==> src/rtl/alu_sequencer.sv <==
// -----------------------------------------------------------------------------
// alu_sequencer
//
// Multi-cycle control unit for the 16-bit accumulator ISA. It fetches an
// instruction, decodes it, optionally reads a data-memory operand, presents
// the operands to an external combinational ALU, consumes the ALU result and
// flags, and optionally writes a result back to data memory. The unit owns
// the program counter, the W register and the carry/zero flags. It never
// does arithmetic itself; every result and flag comes from the ALU.
//
// Instruction word: [15:12] opcode, [11] d (0: result to W, 1: to memory),
//                   [10:0] address or literal.
//
// Ports
//   clk, reset_n               clock, asynchronous active-low reset
//   instr_addr  -> imem        instruction address (always equals pc)
//   instr_data  <- imem        instruction word, one cycle after instr_addr
//   data_addr   -> dmem        operand address (ir[10:0])
//   data_rdata  <- dmem        read data, valid while data_ready is high
//   data_ready  <- dmem        read-data-valid / write-complete handshake
//   data_we     -> dmem        write strobe, held until data_ready
//   data_wdata  -> dmem        write data
//   alu_op      -> ALU         opcode during EXEC, 4'hF otherwise
//   alu_mem     -> ALU         latched memory operand (mdr)
//   alu_wreg    -> ALU         W register operand
//   alu_carry_in/alu_zero_in   current architectural flags
//   alu_result, alu_carry_out, alu_zero_out, alu_pc_skip  <- ALU
//   wreg, pc, halted           architectural state / status
// -----------------------------------------------------------------------------
module alu_sequencer #(
  parameter int ADDR_W = 11
) (
  input  logic              clk,
  input  logic              reset_n,
  output logic [ADDR_W-1:0] instr_addr,
  input  logic [15:0]       instr_data,
  output logic [ADDR_W-1:0] data_addr,
  input  logic [15:0]       data_rdata,
  input  logic              data_ready,
  output logic              data_we,
  output logic [15:0]       data_wdata,
  output logic [3:0]        alu_op,
  output logic [15:0]       alu_mem,
  output logic [15:0]       alu_wreg,
  output logic              alu_carry_in,
  output logic              alu_zero_in,
  input  logic [15:0]       alu_result,
  input  logic              alu_carry_out,
  input  logic              alu_zero_out,
  input  logic              alu_pc_skip,
  output logic [15:0]       wreg,
  output logic [ADDR_W-1:0] pc,
  output logic              halted
);

  // Opcodes with sequencing behaviour of their own; 0x0-0x7 are plain ALU ops.
  localparam logic [3:0] OP_LAST_ALU = 4'h7;
  localparam logic [3:0] OP_SKIP_Z   = 4'h9;  // last opcode that reads memory
  localparam logic [3:0] OP_MOVWF    = 4'hA;
  localparam logic [3:0] OP_MOVLW    = 4'hB;
  localparam logic [3:0] OP_GOTO     = 4'hC;
  localparam logic [3:0] OP_HALT     = 4'hF;
  localparam logic [3:0] OP_IDLE     = 4'hF;  // alu_op value outside EXEC

  typedef enum logic [2:0] {
    ST_FETCH,
    ST_DECODE,
    ST_READ,
    ST_EXEC,
    ST_WRITE,
    ST_HALT
  } state_t;

  state_t            r_state;
  logic [ADDR_W-1:0] r_pc;
  logic [15:0]       r_wreg;
  logic [15:0]       r_ir;
  logic [15:0]       r_mdr;
  logic              r_carry;
  logic              r_zero;
  logic              r_data_we;
  logic [15:0]       r_data_wdata;
  logic [3:0]        r_alu_op;
  logic              r_halted;

  logic [3:0]        w_dec_op;   // opcode of the word arriving in DECODE
  logic [3:0]        w_ir_op;    // opcode of the latched instruction
  logic [ADDR_W-1:0] w_pc_inc1;
  logic [ADDR_W-1:0] w_pc_inc2;

  assign w_dec_op  = instr_data[15:12];
  assign w_ir_op   = r_ir[15:12];
  // Both increments wrap naturally at the ADDR_W boundary.
  assign w_pc_inc1 = r_pc + ADDR_W'(1);
  assign w_pc_inc2 = r_pc + ADDR_W'(2);

  assign instr_addr   = r_pc;
  assign data_addr    = r_ir[ADDR_W-1:0];
  assign data_we      = r_data_we;
  assign data_wdata   = r_data_wdata;
  assign alu_op       = r_alu_op;
  assign alu_mem      = r_mdr;
  assign alu_wreg     = r_wreg;
  assign alu_carry_in = r_carry;
  assign alu_zero_in  = r_zero;
  assign wreg         = r_wreg;
  assign pc           = r_pc;
  assign halted       = r_halted;

  // NOTE: every register here is updated with non-blocking assignments so
  // that all reads in this block see the values from before the clock edge;
  // mixing in blocking assignments would make ordering inside the block
  // change behaviour and diverge from synthesis.
  always_ff @(posedge clk or negedge reset_n) begin
    if (!reset_n) begin
      // data_we is a plain flop cleared here, so a reset in the middle of a
      // write drops the strobe without waiting for a clock edge.
      r_state      <= ST_FETCH;
      r_pc         <= '0;
      r_wreg       <= '0;
      r_ir         <= '0;
      r_mdr        <= '0;
      r_carry      <= 1'b0;
      r_zero       <= 1'b0;
      r_data_we    <= 1'b0;
      r_data_wdata <= '0;
      r_alu_op     <= OP_IDLE;
      r_halted     <= 1'b0;
    end else begin
      case (r_state)
        ST_FETCH: begin
          // instr_addr already shows pc; the word arrives next cycle.
          r_state <= ST_DECODE;
        end

        ST_DECODE: begin
          r_ir <= instr_data;
          if (w_dec_op <= OP_SKIP_Z) begin
            r_state <= ST_READ;
          end else if (w_dec_op == OP_MOVWF) begin
            r_data_wdata <= r_wreg;
            r_data_we    <= 1'b1;
            r_state      <= ST_WRITE;
          end else if (w_dec_op == OP_HALT) begin
            r_halted <= 1'b1;
            r_state  <= ST_HALT;
          end else begin
            // MOVLW, GOTO and the NOPs go straight to EXEC; alu_op is
            // registered so it is loaded on the way in.
            r_alu_op <= w_dec_op;
            r_state  <= ST_EXEC;
          end
        end

        ST_READ: begin
          if (data_ready) begin
            r_mdr    <= data_rdata;
            r_alu_op <= w_ir_op;
            r_state  <= ST_EXEC;
          end
        end

        ST_EXEC: begin
          r_alu_op <= OP_IDLE;
          if (w_ir_op <= OP_LAST_ALU) begin
            r_carry <= alu_carry_out;
            r_zero  <= alu_zero_out;
            r_pc    <= w_pc_inc1;
            if (r_ir[11]) begin
              r_data_wdata <= alu_result;
              r_data_we    <= 1'b1;
              r_state      <= ST_WRITE;
            end else begin
              r_wreg  <= alu_result;
              r_state <= ST_FETCH;
            end
          end else begin
            r_state <= ST_FETCH;
            case (w_ir_op)
              4'h8, OP_SKIP_Z: r_pc   <= alu_pc_skip ? w_pc_inc2 : w_pc_inc1;
              OP_GOTO:         r_pc   <= r_ir[ADDR_W-1:0];
              OP_MOVLW: begin
                r_wreg <= {5'b0, r_ir[10:0]};
                r_pc   <= w_pc_inc1;
              end
              default:         r_pc   <= w_pc_inc1;
            endcase
          end
        end

        ST_WRITE: begin
          if (data_ready) begin
            r_data_we <= 1'b0;
            r_state   <= ST_FETCH;
            // ALU writebacks advanced pc in EXEC; MOVWF never visits EXEC.
            if (w_ir_op == OP_MOVWF) begin
              r_pc <= w_pc_inc1;
            end
          end
        end

        ST_HALT: begin
          // Terminal: nothing changes until reset.
        end

        default: begin
          r_state <= ST_FETCH;
        end
      endcase
    end
  end

endmodule
==> config.mk <==
export PLATFORM = sky130hd
export DESIGN_NAME = alu_sequencer
export DESIGN_NICKNAME = d
export VERILOG_FILES = /design/src/rtl/alu_sequencer.sv
export SDC_FILE = /design/constraint.sdc
export NUM_CORES = 1
export LEC_CHECK = 0
export BUFFER_PORTS_ARGS = -buffer_cell sky130_fd_sc_hd__buf_2
export CAP_MARGIN = 20
export CORE_UTILIZATION = 45
export DETAILED_ROUTE_END_ITERATION = 6
export HOLD_SLACK_MARGIN = 0.05
export PLACE_DENSITY = 0.8
export SLEW_MARGIN = 20
export SYNTH_ARGS = -nofsm -noshare
export SYNTH_HDL_FRONTEND = slang
export SYNTH_SLANG_ARGS = --single-unit
export TNS_END_PERCENT = 50
==> constraint.sdc <==
create_clock -name clk -period 3 [get_ports clk]
set_input_delay 0.3 -clock clk [delete_from_list [all_inputs] [get_ports clk]]
set_output_delay 0.3 -clock clk [all_outputs]
set_load 0.01 [all_outputs]
==> results of run 1 <==
-- worst paths after layout --
check,start,to,slack (ns),cells after the start
setup / recovery,r_state[1],instr_addr[0],0.73,5
hold / removal,data_rdata[13],alu_mem[13],0.17,2
setup reg to reg,r_state[1],instr_addr[0],0.73,5
hold reg to reg,halted,halted,0.48,1
max in group asynchronous,reset_n,r_state[0],1.89,2
min in group asynchronous,reset_n,r_ir[2],0.54,2
-- worst max-delay path, cell delays in order (launching register included) --
cell and delay [ns]:
dfrtp_1 0.61, and2b_1 0.36, and2_4 0.43, a21o_1 0.31
nand2_1 0.11, mux2_1 0.33
-- stage by stage --
stage	cell area, sq um	hold WS, ns	setup slack (ns)
6_report	5490	0.171	0.734
5_1_grt	5490	0.163	0.633
4_1_cts	5480	0.154	0.773
3_5_place_dp	5270	0.456	0.793
3_3_place_gp	5270	0.456	0.860
2_1_floorplan	4710	0.00441	1.22
-- layout by cell type, fill, tap and decap left out, types with 7 or more instances in the layout --
cell	netlist	routed
nor2_1	14	14
mux2_2	38	38
buf_2	7	157
o21ai_0	44	44
a21oi_1	19	19
xnor2_1	7	7
dfrtp_1	82	82
mux2i_1	28	28
clkbuf_8	0	10
nand4_1	7	7
nand2b_1	11	11
nand2_1	54	54
-- cell type report --
cell class / count / area share (%)
multi-input cells: 299 / 38.0
clock buffers: 10 / 2.51
well taps: 133 / 3.03
inverters: 4 / 0.273
repair buffers: 165 / 15.5
flip-flops and latches: 86 / 39.3
clock inverters: 6 / 1.37
-- state kept, by name, summed over array words and instances, names as in the netlist --
name          cells
r_state           3
alu_op            4
data_we           1
r_ir             16
instr_addr       11
halted            1
data_wdata       16
alu_mem          16
alu_carry_in      1
alu_zero_in       1
alu_wreg         16
-- power breakdown --
group          total [mW]  internal, mW  leakage, nW  switching [mW]
combinational        2.85          1.37         1.41            1.48
clock               0.878         0.423        0.106           0.456
sequential           2.40          1.73         1.03           0.669
-- cell families after synthesis --
kind of cell	share of synthesized area, %
adders and majority gates	0.531
AOI/OAI and AO/OA	13.0
DFF	45.8
xor gates and xnor gates	1.49
buffers and inverters	9.83
muxes	15.3
and+or+nand+nor	14.0
-- what timing repair did --
action	4_1_cts	5_1_grt
setup buffers	0	0
hold buffers	0	1
hold endpoints to repair	0	11
-- layer usage --
metal / vias up / wire (um) / track usage, % / share of wire, %
met5: - / 0 / 0 / 0
li1: 1803 / - / - / -
met1: 1797 / 5010 / 28.7 / 44
met3: 19 / 554 / 3.07 / 4.8
met2: 155 / 5660 / 36.0 / 49
met4: 0 / 250 / 8.78 / 2.2
==> out/summary.txt, run 1 <==
IO Pins -> 159
Slew Limit Fails -> 0
Synth area leaders -> dfrtp_1 (44%), mux2_2 (9.1%), buf_4 (7.0%), mux2i_1 (6.0%), o21ai_0 (4.7%)
DRC violations left -> 0
Drt pass-1 iters -> 4
Post-synth top cells -> dfrtp_1 (82), nand2_1 (54), buf_4 (44), o21ai_0 (44), mux2_2 (38)
DIE HEIGHT -> 104 um
Critical path data required time -> 3.24 ns
CTS sink cnt -> 86
Footprint of the multi-input gates -> 0.00209 sq mm
Max VDD drop -> 530 uV
CTS tree -> done
Final ANT Viol Nets -> 0
Synth unique cells -> 64
Synthesized flop and latch total -> 86
Warning count from the yosys run -> 0
Worst skew pair latency -> 0.36 ns
Worst-margin pin slew -> 0.784 ns
Setup violations, final -> 0
Crit path capture type -> flip-flop
Overall routed net length -> 11500 um
Diodes inserted -> 0
Overflow after GRT -> 0
WS Path Type -> reg2reg
Largest area contributor in the netlist -> dfrtp_1
Most frequent cell after synthesis -> dfrtp_1
Final Net Count -> 621
Initial core utilization -> 47.3%
Post-Synthesis Net Count -> 511
Pleak -> 2.55 nW
Maximum clock frequency -> 441 MHz
Arr. time, crit path -> 2.51 ns
Maxcap violations -> 0
Pwr per Cell Area -> 1110 mW/mm^2
Initial antenna violation count -> 0
Post_cts resized -> 0
Clock root buffer -> clkbuf_8
Tmin final -> 2.27 ns
Largest net degree at the start of global routing -> 87
First-pass GRT wire length -> 19100 um
Die ar. -> 0.0109 sq mm
Initial DRC Count -> 277
Setup_tns -> 0 ns
Core area -> 0.00995 sq mm
Inserted Clock Buffers -> 9
Routed len/inst -> 16.3 um
Clk pin slew, worst setup/hold paths -> 0.09 ns
HPWL after detailed placement -> 8380 um
Vias in the first global route -> 3739
Cell Count, Final, Fillers Out -> 703
Post-synth top area share -> 43.6%
Status -> completed
Async S/R FF share, synth -> 100%
Deepest clock path buffer count -> 2
Mapped Area -> 0.00471 sq mm
Final period util -> 75.5%
Register area share after synthesis -> 45.8%
Fillers -> 898
Final Skew -> 0.0180 ns
FF+latch area -> 0.00216 sq mm
Cells after DPL -> 686
Vias post-DR -> 3774
Chip Width -> 104 um
Via-per-instance ratio -> 5.37
Routability cong. -> 0.922
Hold crit path type -> in2reg
H-tree depth -> 3
Post-synth top flop -> dfrtp_1
Port bufs -> 158
Synth-to-Final Area Change -> 16.6%
Cell count after synthesis -> 455
Mean post-synth cell area -> 10.4 sq um
Total power -> 6.12 mW
EDFF count, synth -> 0
Relative slew margins -> 47.8%
GRT Util Overall -> 21.8%
Row cnt -> 36
Final hold viol count -> 0
Layout cells sized above 1 -> 40.7%
Startpoint types -> flip-flop
Final design utilization -> 55.2%
Unrepaired setup endpoints after global routing -> false
Worst-path maximum fanout -> 20
(Power assumes the default switching activity.)
==> run 2: changes to the inputs <==
==> constraint.sdc (replaced) <==
create_clock -name clk -period 2.24 [get_ports clk]
set_input_delay 0.224 -clock clk [delete_from_list [all_inputs] [get_ports clk]]
set_output_delay 0.224 -clock clk [all_outputs]
set_load 0.01 [all_outputs]
==> run 2 against run 1 <==
Against the previous run: combinational power increased by 41%; largest power group unchanged; count of clock-buffer cells in the layout unchanged; critical path depth decreased by 1; fmax grew 8.5%; setup slack worse by 0.58 ns; sequential cell count did not move; critical path type unchanged; worst hold slack got worse by 0.069 ns.
==> out/summary.txt, run 2 (synthesis results as in run 1) <==
Met2 usage -> 36.9%
Slowest CP cell -> dfrtp_1
Via-per-instance ratio -> 5.45
Unrepaired setup endpoints after global routing -> false
Busiest grt layer -> met2
Worst-margin pin slew -> 0.802 ns
DIE HEIGHT -> 104 um
Maxcap violations -> 0
Critical path data required time -> 2.47 ns
Deepest clock path buffer count -> 2
Final period util -> 93.2%
Die ar. -> 0.0109 sq mm
Slowest stage delay, CP -> 0.59 ns
Most common cell after layout, fill and taps aside -> buf_2
Slew Limit Fails -> 0
Routability cong. -> 0.907
Clock root buffer -> clkbuf_8
Critical path buffer and inverter count -> 0
GR Util met3 -> 3.45%
Overflow after GRT -> 0
Port bufs -> 158
Initial DRC Count -> 228
Largest net degree at the start of global routing -> 63
Diodes inserted -> 0
Final hold viol count -> 0
Fillers -> 878
Drt pass-1 iters -> 4
Max VDD drop -> 641 uV
Pleak -> 2.59 nW
Vias in the first global route -> 3817
Clk pin slew, worst setup/hold paths -> 0.09 ns
Footprint of the multi-input gates -> 0.00209 sq mm
Initial antenna violation count -> 0
Cells after DPL -> 694
Maximum clock frequency -> 479 MHz
Layout cells sized above 1 -> 41.3%
H-tree depth -> 3
First-pass GRT wire length -> 19300 um
Chip Width -> 104 um
WS Path Type -> reg2reg
Synth-to-Final Area Change -> 18.0%
Setup Fix Bufs, Post-CTS -> 0
IO Pins -> 159
Arr. time, crit path -> 2.32 ns
Initial core utilization -> 47.3%
Worst skew pair latency -> 0.35 ns
CTS sink cnt -> 86
Hold crit path type -> in2reg
GRT Util Overall -> 22.0%
Met1 Use GR -> 28.0%
Post_cts resized -> 0
Core area -> 0.00995 sq mm
Final ANT Viol Nets -> 0
Status -> completed
Setup_tns -> 0 ns
Overall routed net length -> 11700 um
HPWL after detailed placement -> 8760 um
Vias post-DR -> 3878
Row cnt -> 36
Routed len/inst -> 16.5 um
Pwr per Cell Area -> 1490 mW/mm^2
DRC violations left -> 0
CP Cell Sequence -> and2b_1 -> nand2_1 -> nor2_1 -> mux2_2
Relative slew margins -> 46.5%
Startpoint types -> flip-flop
Final Net Count -> 629
Top delay family on crit path -> simple AND/OR/NAND/NOR gates
Inserted Clock Buffers -> 9
FF+latch area -> 0.00216 sq mm
Flop pwr share -> 38.0%
Worst-path maximum fanout -> 13
Setup violations, final -> 0
Final Skew -> 0.0104 ns
CTS tree -> done
Combinational Power Share -> 48.7%
Tmin final -> 2.09 ns
Clock share of power -> 13.3%
Crit path capture type -> flip-flop
Switching Share -> 42.3%
Sw Pwr -> 3.50 mW
Cell Count, Final, Fillers Out -> 711
Most frequent cells in the layout -> buf_2 (157), dfrtp_1 (82), nand2_1 (54)
Internal -> 4.77 mW
[run 2: cell count changes in the layout (fill, tap and decap cells not counted)]
cell	before	now
clkbuf_1	0	1
buf_4	6	13
clkinv_4	0	1
clkinv_2	0	1
clkbuf_8	10	9
inv_6	3	2
buf_6	1	0
inv_8	1	0
buf_12	0	2
[run 2: what timing repair did]
action / in CTS / in global routing
setup endpoints to repair: 0 / 0
hold endpoints to repair: 57 / 0
hold buffers: 1 / 0
[run 2: path summary, 6_finish.rpt]
kind | cells after the start | end | slack [ns] | from
max | 4 | alu_carry_in | 0.15 | r_state[1]
min reg2reg | 1 | halted | 0.46 | halted
max in group asynchronous | 3 | alu_wreg[4] | 1.15 | reset_n
min | 2 | alu_mem[7] | 0.10 | data_rdata[7]
min in group asynchronous | 2 | instr_addr[6] | 0.49 | reset_n
max reg2reg | 4 | alu_carry_in | 0.15 | r_state[1]
[run 2: layout make-up]
cell class                 count  share of cell area [%]
sequential                    86                    38.8
multi-input combinational    299                    37.6
timing repair buffer         173                    16.8
tap                          133                    2.99
clock buffer                  10                    2.30
clock inverter                 6                    1.24
inverter                       4                   0.270
[run 2: routing by layer]
| layer | routed length [um] | up-vias |
|---|---|---|
| li1 | - | 1818 |
| met1 | 5050 | 1876 |
| met2 | 5790 | 165 |
| met3 | 617 | 19 |
| met4 | 274 | 0 |
| met5 | 0 | - |
[run 2: through the flow]
stage	hold slack [ns]	setup WS, ns	util, %	cell area [sq um]	total power, mW
6_report	0.101	0.151	55.8	5560	8.26
3_5_place_dp	0.372	0.181	53.8	5350	7.21
2_1_floorplan	-0.0716	0.461	-	4710	6.06
5_1_grt	0.0775	0.00714	55.8	5560	8.88
3_3_place_gp	0.359	0.279	53.8	5350	7.06
4_1_cts	0.0851	0.168	55.8	5560	8.33
[run 2: power by group through the flow]
stage | logic [mW] | registers, mW | clock network, mW
CTS | 4.06 | 3.14 | 1.14
finish | 4.03 | 3.14 | 1.10
floorplan | 2.95 | 3.11 | 0
global placement | 3.96 | 3.11 | 0
detailed placement | 4.04 | 3.17 | 0
global route | 4.42 | 3.26 | 1.20
